$ cat src/rtl/ball_motion_sched.sv
// Per-frame motion scheduler: steps every ball through one shared step/bounce unit
// on each v_sync falling edge, then publishes all positions together.
module ball_motion_sched #(
    parameter int NUM_BALLS     = 4,
    parameter int SCREEN_WIDTH  = 800,
    parameter int SCREEN_HEIGHT = 600,
    parameter int BALL_DIM      = 25,
    parameter int BALL_SPEED    = 5,
    localparam int IDXW = (NUM_BALLS > 1) ? $clog2(NUM_BALLS) : 1
) (
    input  logic            clk_100mhz,
    input  logic            reset,
    input  logic            v_sync,
    input  logic [IDXW-1:0] rd_idx,
    output logic [9:0]      rd_x,
    output logic [9:0]      rd_y,
    input  logic            cfg_valid,
    output logic            cfg_ready,
    input  logic [IDXW-1:0] cfg_idx,
    input  logic [9:0]      cfg_x,
    input  logic [9:0]      cfg_y,
    input  logic            cfg_vx,
    input  logic            cfg_vy,
    output logic            busy,
    output logic            frame_done,
    output logic            overrun,
    output logic [15:0]     frame_count
);

    localparam logic [1:0] ST_IDLE   = 2'd0;
    localparam logic [1:0] ST_UPDATE = 2'd1;
    localparam logic [1:0] ST_COMMIT = 2'd2;

    localparam logic [10:0]     SPEED    = 11'(BALL_SPEED);
    localparam logic [9:0]      MAX_X    = 10'(SCREEN_WIDTH - BALL_DIM);
    localparam logic [9:0]      MAX_Y    = 10'(SCREEN_HEIGHT - BALL_DIM);
    localparam logic [IDXW-1:0] LAST_IDX = IDXW'(NUM_BALLS - 1);

    logic [1:0]      state;
    logic [IDXW-1:0] idx;
    logic            axis_y;
    logic            v_sync_q;
    logic            tick;
    logic            cfg_hit;

    logic [9:0] work_x  [NUM_BALLS];
    logic [9:0] work_y  [NUM_BALLS];
    logic       work_vx [NUM_BALLS];
    logic       work_vy [NUM_BALLS];
    logic [9:0] pub_x   [NUM_BALLS];
    logic [9:0] pub_y   [NUM_BALLS];

    logic [9:0]  cur_pos;
    logic [9:0]  cur_max;
    logic        cur_dir;
    logic [10:0] step_res;

    // Returns {new_dir, new_pos}; the sum is formed at 11 bits so it never wraps.
    function automatic logic [10:0] step_axis(input logic [9:0] pos, input logic dir,
                                              input logic [9:0] max_pos);
        logic [10:0] up;
        up = {1'b0, pos} + SPEED;
        if (dir) begin
            if (up >= {1'b0, max_pos}) return {1'b0, max_pos};
            return {1'b1, up[9:0]};
        end
        if ({1'b0, pos} <= SPEED) return {1'b1, 10'd0};
        return {1'b0, pos - SPEED[9:0]};
    endfunction

    function automatic logic [9:0] clamp_pos(input logic [9:0] v, input logic [9:0] max_pos);
        return (v > max_pos) ? max_pos : v;
    endfunction

    function automatic logic [9:0] rst_x(input int i);
        return 10'(150 + 100 * i);
    endfunction

    function automatic logic [9:0] rst_y(input int i);
        return 10'(100 + 60 * i);
    endfunction

    always_comb begin
        tick      = v_sync_q & ~v_sync;
        busy      = (state != ST_IDLE);
        cfg_ready = (state == ST_IDLE);
        cfg_hit   = cfg_valid && (int'(cfg_idx) < NUM_BALLS);
        cur_pos   = axis_y ? work_y[idx] : work_x[idx];
        cur_dir   = axis_y ? work_vy[idx] : work_vx[idx];
        cur_max   = axis_y ? MAX_Y : MAX_X;
        step_res  = step_axis(cur_pos, cur_dir, cur_max);
    end

    // Read port sees published positions only, never mid-sweep working values.
    always_comb begin
        rd_x = 10'd0;
        rd_y = 10'd0;
        if (int'(rd_idx) < NUM_BALLS) begin
            rd_x = pub_x[rd_idx];
            rd_y = pub_y[rd_idx];
        end
    end

    always_ff @(posedge clk_100mhz) begin
        if (reset) begin
            for (int i = 0; i < NUM_BALLS; i++) begin
                work_x[i]  <= rst_x(i);
                work_y[i]  <= rst_y(i);
                work_vx[i] <= (i % 2 == 0);
                work_vy[i] <= 1'b1;
                pub_x[i]   <= rst_x(i);
                pub_y[i]   <= rst_y(i);
            end
            state       <= ST_IDLE;
            idx         <= '0;
            axis_y      <= 1'b0;
            v_sync_q    <= 1'b1;
            frame_done  <= 1'b0;
            overrun     <= 1'b0;
            frame_count <= 16'd0;
        end else begin
            v_sync_q   <= v_sync;
            frame_done <= 1'b0;
            if (tick && state != ST_IDLE) overrun <= 1'b1;

            case (state)
                ST_IDLE: begin
                    // A config write and a tick in the same cycle: the write lands
                    // first and the sweep then steps from the configured values.
                    if (cfg_hit) begin
                        work_x[cfg_idx]  <= clamp_pos(cfg_x, MAX_X);
                        work_y[cfg_idx]  <= clamp_pos(cfg_y, MAX_Y);
                        work_vx[cfg_idx] <= cfg_vx;
                        work_vy[cfg_idx] <= cfg_vy;
                        pub_x[cfg_idx]   <= clamp_pos(cfg_x, MAX_X);
                        pub_y[cfg_idx]   <= clamp_pos(cfg_y, MAX_Y);
                    end
                    if (tick) begin
                        state  <= ST_UPDATE;
                        idx    <= '0;
                        axis_y <= 1'b0;
                    end
                end
                ST_UPDATE: begin
                    if (axis_y) begin
                        work_y[idx]  <= step_res[9:0];
                        work_vy[idx] <= step_res[10];
                    end else begin
                        work_x[idx]  <= step_res[9:0];
                        work_vx[idx] <= step_res[10];
                    end
                    axis_y <= ~axis_y;
                    if (axis_y) begin
                        if (idx == LAST_IDX) state <= ST_COMMIT;
                        else idx <= idx + IDXW'(1);
                    end
                end
                ST_COMMIT: begin
                    pub_x       <= work_x;
                    pub_y       <= work_y;
                    frame_count <= frame_count + 16'd1;
                    frame_done  <= 1'b1;
                    state       <= ST_IDLE;
                end
                default: state <= ST_IDLE;
            endcase
        end
    end

endmodule

$ cat config.mk
export PLATFORM = sky130hd
export DESIGN_NAME = ball_motion_sched
export DESIGN_NICKNAME = d
export VERILOG_FILES = /design/src/rtl/ball_motion_sched.sv
export SDC_FILE = /design/constraint.sdc
export NUM_CORES = 1
export LEC_CHECK = 0
export CAP_MARGIN = 10
export CORE_MARGIN = 2
export CORE_UTILIZATION = 50
export DETAILED_ROUTE_END_ITERATION = 12
export HOLD_SLACK_MARGIN = 0.1
export PLACE_DENSITY = 0.74
export SYNTH_ARGS = -nofsm -noshare
export SYNTH_HDL_FRONTEND = slang
export SYNTH_SLANG_ARGS = --single-unit
$ cat constraint.sdc
create_clock -name clk_100mhz -period 8.46 [get_ports clk_100mhz]
set_input_delay 0.846 -clock clk_100mhz [delete_from_list [all_inputs] [get_ports clk_100mhz]]
set_output_delay 0.846 -clock clk_100mhz [all_outputs]
set_load 0.005 [all_outputs]
==> results.ini <==
[cts]
numCtsBuffers = 17
cts_max_level = 4
clock_latency_ns = 0.46
clkSlewWorstSetupHoldPaths_ns = 0.08
postCtsSetupBuffers = 0
clockBufferDepth = 2
holdBufCountCts = 0
clock-root-buffer = clkbuf_16
cts_num_sinks = 194
tritoncts = yes
ctsResizeCount = 0

[power_and_ir_drop]
powerDensity_nw_per_um2 = 193.6
ir_drop_v = 0.0001297
power.leakage_uw = 0.004387

[drt]
wl_per_cell_um = 26.14
routed-via-count = 10844
avgViaCountPerCell = 7.023
drt_iter0_markers = 1580
drtPass1Iterations = 6
drcViolationCount = 0
drt-total-wl_um = 40360
drtAntennaViolNets = 0

[timing]
fmax_mhz = 170.5
slew_viol_final = 0
relSlewSlack_pct = 4.724
fin_crit_ns = 5.864
finalSetupTns_ns = 0
worstMarginPinSlew_ns = 1.429
hold_viol = 0
final-setup-viol-count = 0
finalClockSkew_ns = 0.01690
finalCritPeriodShare_pct = 69.31
grt_setup_unrepaired = no

[setup_path]
cp_cell_sequence = mux4_2 > mux2i_1 > inv_1 > ha_1 > a21oi_1 > nor2_1 > xnor2_1 > ha_1 > a21oi_1 > nor2b_1 > a311o_1 > o221a_2 > nor4_1 > or4_1 > a21oi_1
startpoint_type = flop
cp_num_buf_inv = 1
cpLargestDelayFamily = compound AO/OA/AOI/OAI gates
worst-path-max-fanout = 12
path_class = flop to flop
cpMostUsedCell = a21oi_1
critical_path_arrival_ns = 6.21
slowest_delay_ns = 0.83
critPathSlowestCell = dfxtp_1
end_kind = flop
cp.required_ns = 8.80

[placement]
hpwl_um = 27160
gp_congestion = 1.010
port_buffers = 69

[synth]
synth.distinct_cells = 73
ys_ff_latch = 194
yosys_warnings = 0
syn_inst = 1242
yosysTopAreaCell = dfxtp_1
ys.flop_type = dfxtp_1
yosys.area.top_type_share_pct = 36.67
async_flop_share_pct = 0
synth_edf_count = 3
synthTopCellsByArea = dfxtp_1 (37%), a21oi_1 (8.0%), mux4_2 (6.5%), nand2_1 (4.9%), nor2_1 (4.7%)
seq_area_frac_synth_pct = 37.54
syn_nets = 1285
syn_area_per_cell_um2 = 8.395
syn_area_um2 = 10430

[grt]
grt_pass1_vias = 10273
grt_remaining_overflow = 0
grt_max_degree = 99
grtUsageTotal_pct = 36.45
antenna_found_initial = 0
grt_pass1_wl_um = 60660

[floorplanning]
core_region_area_um2 = 20360
fp.dieH_um = 148.4
rows = 52
start_util_pct = 51.20
io_pins = 70
die_width_um = 148.4
die_area_um2 = 22020

[worst_hold_path]
hold_class = flop to flop

[run_status]
status = finished, final reports clean

[finish]
layout_common_cells = dfxtp_1 (191), a21oi_1 (166), nand2_1 (135)
final_common_cell = dfxtp_1
fin_util_pct = 58.15
syn2layout_area_growth_pct = 13.57
fin_nets = 1305
antennaDiodeCount = 0
drive_above_1_share_pct = 8.870

[flow_run]
cap_violations = 0

[where the power goes]
group,switching [uW],internal (uW),total [uW]
logic,302,165,467
clock network,426,401,827
registers,37.9,961,999
total,767,1530,2290
[area by class of cell]
| class | instances | area [um^2] |
|---|---|---|
| fill | 1870 | 8523 |
| multi-input combinational | 947 | 6107 |
| clock inverter | 13 | 140.1 |
| inverter | 9 | 35.03 |
| clock buffer | 18 | 439.2 |
| sequential | 194 | 3914 |
| timing repair buffer | 93 | 868.3 |
| tap | 270 | 337.8 |
[flip-flops by register name (all words and copies together) (netlist names), named ones only]
signal / count
work_vy: 4
work_vx: 4
v_sync_q: 1
work_y: 40
pub_x: 40
pub_y: 40
work_x: 40
idx: 2
axis_y: 1
state: 2
overrun: 1
frame_done: 1
frame_count: 16
[cell families (layout without fill, tap and decap cells)]
kind of cell,Yosys count,after routing,synth area share (%)
flops,194,194,37.54
simple gates,440,440,19.32
mux,57,57,10.76
compound gates,412,412,24.76
fa+ha+maj,13,13,1.560
buf+inv,101,133,3.960
xor+xnor,25,25,2.100
[per-stage QoR]
step	instances	worst slack (ns)	total power [uW]	hold WS (ns)	instance area, um^2
CTS	1544	2.753	2266	0.4469	11840
floorplan	1242	3.976	1300	0.4177	10430
global route	1544	2.297	2352	0.4726	11840
finish	1544	2.596	2293	0.4434	11840
global placement	1513	2.943	1462	0.4293	11260
detailed placement	1513	2.776	1465	0.4338	11260
[synth_stat cells, drive strengths merged (13+ instances only)]
library cell / n
and3: 25
a21oi: 167
ha: 13
o211ai: 19
a22oi: 15
o22ai: 27
nand3: 45
nor2: 130
nand2: 135
xor2: 15
clkbuf: 77
nor3: 40
buf: 15
mux4: 40
dfxtp: 191
a221oi: 23
o21ai: 82
[final timing paths]
kind         startpoint   endpoint  slack [ns]  depth (start not counted)
max reg2reg      idx[0]  work_y[5]        2.60                         15
min           pub_y[25]  pub_y[25]        0.44                          2
max              idx[0]  work_y[5]        2.60                         15
min reg2reg   pub_y[25]  pub_y[25]        0.44                          2
[metal layers]
layer  wire length (um)  track usage [%]  up-vias
met5                 87            2.955        -
met3               4731            9.080      223
met2              17750            56.74      809
met1              15280            46.24     5139
li1                   -                -     4671
met4               2513            20.33        2
[tightest hold or removal path: stages (launching register included)]
cell,delay [ns]
dfxtp_1,0.32
nand2_1,0.05
nand2_1,0.04
No activity file was read; power rests on OpenSTA's default activity.
